### src/rtl/cnt_mod_param.sv
// cnt_mod_param: parametrised up/down event counter with programmable modulus.
// The terminal-count handling is selected at run time: wrap, saturate,
// auto-reload from the last loaded value, or one-shot stop.
// clr and load are synchronous. clr has priority over load, and load has
// priority over counting. cout is a registered one-cycle pulse that follows
// each terminal step.

module cnt_mod_param #(
  parameter int unsigned      W       = 16,
  parameter logic [W-1:0]     RST_VAL = '0
) (
  input  logic         clk,
  input  logic         rst,      // asynchronous, active low
  input  logic         en,
  input  logic         up,
  input  logic         clr,
  input  logic         load,
  input  logic [W-1:0] ld_data,
  input  logic [W-1:0] mod_max,
  input  logic [1:0]   mode,
  output logic [W-1:0] dout,
  output logic         tc,
  output logic         cout,
  output logic         ovf,
  output logic         done
);

  typedef enum logic [1:0] {
    MODE_WRAP     = 2'b00,
    MODE_SAT      = 2'b01,
    MODE_RELOAD   = 2'b10,
    MODE_ONESHOT  = 2'b11
  } mode_e;

  localparam logic [W-1:0] ONE = {{(W-1){1'b0}}, 1'b1};

  logic [W-1:0] dout_reg, dout_next;
  logic [W-1:0] rld_reg,  rld_next;
  logic         cout_reg, cout_next;
  logic         ovf_reg,  ovf_next;
  logic         done_reg, done_next;
  logic         tc_int;
  mode_e        mode_sel;

  assign mode_sel = mode_e'(mode);

  // Terminal detect. The >= comparison also catches a dout that was loaded
  // above mod_max, or a mod_max that was lowered while counting.
  always_comb begin
    tc_int = 1'b0;
    if (up) tc_int = (dout_reg >= mod_max);
    else    tc_int = (dout_reg == '0);
  end

  // Next-state logic. Priority is clr, then load, then count.
  // A finished one-shot blocks counting only.
  always_comb begin
    dout_next = dout_reg;
    rld_next  = rld_reg;
    cout_next = 1'b0;
    ovf_next  = ovf_reg;
    done_next = done_reg;
    if (clr) begin
      dout_next = '0;
      ovf_next  = 1'b0;
      done_next = 1'b0;
    end else if (load) begin
      dout_next = ld_data;
      rld_next  = ld_data;
      ovf_next  = 1'b0;
      done_next = 1'b0;
    end else if (en && !done_reg) begin
      if (!tc_int) begin
        dout_next = up ? (dout_reg + ONE) : (dout_reg - ONE);
      end else begin
        case (mode_sel)
          MODE_WRAP: begin
            dout_next = up ? '0 : mod_max;
            cout_next = 1'b1;
          end
          MODE_SAT: begin
            ovf_next  = 1'b1;
          end
          MODE_RELOAD: begin
            dout_next = rld_reg;
            cout_next = 1'b1;
          end
          MODE_ONESHOT: begin
            done_next = 1'b1;
            cout_next = 1'b1;
          end
          default: begin
            dout_next = dout_reg;
          end
        endcase
      end
    end
  end

  // State registers. An asserted reset aborts any count immediately.
  always_ff @(posedge clk or negedge rst) begin
    if (!rst) begin
      dout_reg <= RST_VAL;
      rld_reg  <= RST_VAL;
      cout_reg <= 1'b0;
      ovf_reg  <= 1'b0;
      done_reg <= 1'b0;
    end else begin
      dout_reg <= dout_next;
      rld_reg  <= rld_next;
      cout_reg <= cout_next;
      ovf_reg  <= ovf_next;
      done_reg <= done_next;
    end
  end

  assign dout = dout_reg;
  assign tc   = tc_int;
  assign cout = cout_reg;
  assign ovf  = ovf_reg;
  assign done = done_reg;

endmodule

### config.mk
export PLATFORM = sky130hd
export DESIGN_NAME = cnt_mod_param
export DESIGN_NICKNAME = d
export VERILOG_FILES = /design/src/rtl/cnt_mod_param.sv
export SDC_FILE = /design/constraint.sdc
export NUM_CORES = 1
export LEC_CHECK = 0
export ABC_AREA = 1
export ABC_CLOCK_PERIOD_IN_PS = 2200
export CAP_MARGIN = 20
export CORE_ASPECT_RATIO = 0.8
export CORE_MARGIN = 2
export CORE_UTILIZATION = 40
export DETAILED_ROUTE_END_ITERATION = 8
export DONT_BUFFER_PORTS = 1
export SYNTH_ARGS = -nofsm -noshare
export SYNTH_HDL_FRONTEND = slang
export SYNTH_SLANG_ARGS = --single-unit
export TNS_END_PERCENT = 30
### constraint.sdc
create_clock -name clk -period 2.2 [get_ports clk]
set_input_delay 0.44 -clock clk [delete_from_list [all_inputs] [get_ports clk]]
set_output_delay 0.44 -clock clk [all_outputs]
set_load 0.03 [all_outputs]
==> metrics <==
Worst-path clk slew 0.07 ns; Slew headroom 0.686; Final Hold Viols 0; 1st-pass router iterations 4; Via density 5.07; Die H 85.0 µm; clock skew 0.00787 ns; FF+latch count, synth 35; # DRC 0; slowest stage cell, crit path dfrtp_2; H-tree levels 2; CTS tree done; HPWL after DPL 7310 µm; Routed WL 9630 µm; Setup Total Neg Slack -0.0177 ns; initial antenna violation count 0; status complete, but fails checks; vias in the first global route 3,258; Synth Instances 504; total power 2.64 mW; power density cells 670 nW/µm²; initial DRC count 208; starting density of the core 0.413; Core Area 7950 µm²; max frequency 0.451 GHz; worst skew pair latency 0.29 ns; Mapped Area 3280 µm²; clk sinks 35; setup slack at placement 0.144 ns; Hold Crit Class input pin to flip-flop; DIE AREA 8950 µm²; worst vdd ir 249 µV; # setup viols final 1; first-pass GRT wire length 16,300 µm; Root Driver clkbuf_8; Placer Congestion 0.854; failing checks setup timing; FILL cells 808; detailed-route wire length per cell 14.9 µm; Rows 29; Final Cycle Share 1.01; placed cell area 3520 µm²; Avg Inst Size Synth 6.51 µm²; max-cap viol count 0; RSZ-0062 raised after global routing yes; Synth Net Count 575; Non-Filler Instances 645; CTS max path bufs 2; Worst Setup Slack, final -0.0177 ns; layout cells sized above 1 0.181; fin util 0.497; Slew Limit Fails 0; Total GRT Usage 0.226; GRT Residual Overflow 0; CP Max Fanout 4; crit-path cells ha_4 -> nand2_1 -> inv_1 -> o21ai_1 -> nand2_1 -> nor2_2 -> nand2_4 -> nand2_4 -> clkinvlp_4; Worst Setup Start Kind flip-flop; reg2reg setup slack 0.16 ns; ant diodes 0; Design Area, Final 3950 µm²; Crit. End Element output port; Tmin final 2.22 ns; IO Pins 60; Layout area overhead 20.2%; Critical Path RT 1.76 ns; sequential area share after synthesis 0.267; Die W 105 µm; input/output buffers 0; ANT nets after route 0; synth warn 0; CP Class flip-flop to output port; nets 607; Placed Cells incl. Taps 623; Worst Tran Pin Value 0.470 ns; WHS 0.294 ns; Leak 2.13 nW; WP data arrival 1.78 ns; TritonCTS Buffers 5; largest net degree at the start of global routing 36; Distinct cells, synth 34; crit-path max cell delay 0.46 ns; routed vias 3,270
## cells in the final DEF, fill, tap and decap left out, types with 2 or more instances in the layout
| cell type | count |
|---|---|
| nand2_1 | 149 |
| xnor2_1 | 7 |
| ha_4 | 10 |
| nand3_1 | 43 |
| dfrtp_1 | 25 |
| nand2_2 | 7 |
| nor2_1 | 30 |
| a21oi_1 | 44 |
| inv_2 | 3 |
| ha_1 | 19 |
| a21oi_2 | 4 |
| nor3_1 | 2 |
| inv_1 | 69 |
| dfrtp_2 | 10 |
| buf_6 | 2 |
| clkbuf_8 | 6 |
| nand3b_1 | 6 |
| nor2_2 | 4 |
| nand2_4 | 3 |
| o21ai_1 | 2 |
| and2_1 | 3 |
| buf_4 | 34 |
| o21ai_0 | 32 |
## report_power, final
group          internal [mW]  switching [mW]  total [mW]
Clock                  0.253           0.235       0.487
Combinational          0.522           0.807        1.33
Sequential             0.735          0.0906       0.825
Total                   1.51            1.13        2.64
## kinds of logic (layout without fill, tap and decap cells)
logic type / Yosys count / after routing / share of synthesized area
DFF: 35 / 35 / 0.267
buffers and inverters: 88 / 121 / 0.112
AOI/OAI and AO/OA: 85 / 85 / 0.135
adders and majority gates: 31 / 31 / 0.120
xor gates and xnor gates: 8 / 8 / 0.0213
and+or+nand+nor: 257 / 257 / 0.345
## final timing paths
kind	from	to	cells past startpoint
worst min register to register	rld_reg[14]	rld_reg[14]	2
min in group asynchronous	rst	dout[1]	2
worst max register to register	dout[1]	dout[3]	10
worst max-delay path	dout[13]	tc	9
worst min-delay path	ld_data[13]	rld_reg[13]	2
max in group asynchronous	rst	dout[3]	2
## final cells by class
class | instances | area (µm²) | area share
clock inverter | 1 | 5.00 | 0.00127
tap | 108 | 135 | 0.0342
sequential | 35 | 888 | 0.225
multi-input combinational | 381 | 2220 | 0.564
inverter | 74 | 284 | 0.0720
clock buffer | 7 | 86.3 | 0.0219
timing repair buffer | 39 | 323 | 0.0818
## timing repair
item | 4_1_cts | 5_1_grt
pin swaps | 3 | 5
resized for setup | 21 | 22
hold buffers | 2 | 0
buffers inserted | 10 | 3
setup endpoints to repair | 1 | 17
hold endpoints to repair | 35 | 0
gates cloned | 0 | 0
## worst max-delay path: cells and delay by family (launching register included)
| kind | cells | cell delay (ns) |
|---|---|---|
| DFF | 1 | 0.46 |
| and+or+nand+nor | 5 | 0.45 |
| adders and majority gates | 1 | 0.23 |
| buffers and inverters | 2 | 0.22 |
| AOI/OAI and AO/OA | 1 | 0.12 |
## cell usage after synthesis
library cell  instances  area share
nand2_1             155        0.18
inv_1                72       0.082
a21oi_1              47       0.072
nand3_1              44       0.067
dfrtp_1              35        0.27
o21ai_0              34       0.052
nor2_1               31       0.035
ha_1                 30        0.11
xnor2_1               7       0.019
clkbuf_1              6      0.0069
nand3b_1              6       0.014
nand2_4               4       0.014
and2_1                3      0.0057
buf_2                 3      0.0046
buf_6                 3       0.010
nor2_2                3      0.0057
nor3_1                3      0.0046
buf_4                 2      0.0046
a211oi_2              1      0.0038
a21oi_2               1      0.0027
and3_1                1      0.0019
fa_1                  1      0.0061
inv_2                 1      0.0011
inv_4                 1      0.0019
nand2_2               1      0.0019
nand3_4               1      0.0053
nand4_1               1      0.0019
nor2_4                1      0.0034
nor4_1                1      0.0019
nor4_2                1      0.0038
o21a_1                1      0.0023
o21bai_1              1      0.0023
or2_2                 1      0.0019
xor2_1                1      0.0027
## metal layers
layer / GRT usage / share of wire
met4: 0.0533 / 0.010
met3: 0.0315 / 0.047
met5: 0 / 0
met1: 0.334 / 0.52
met2: 0.348 / 0.42
Power figures use the tool's default switching activity.
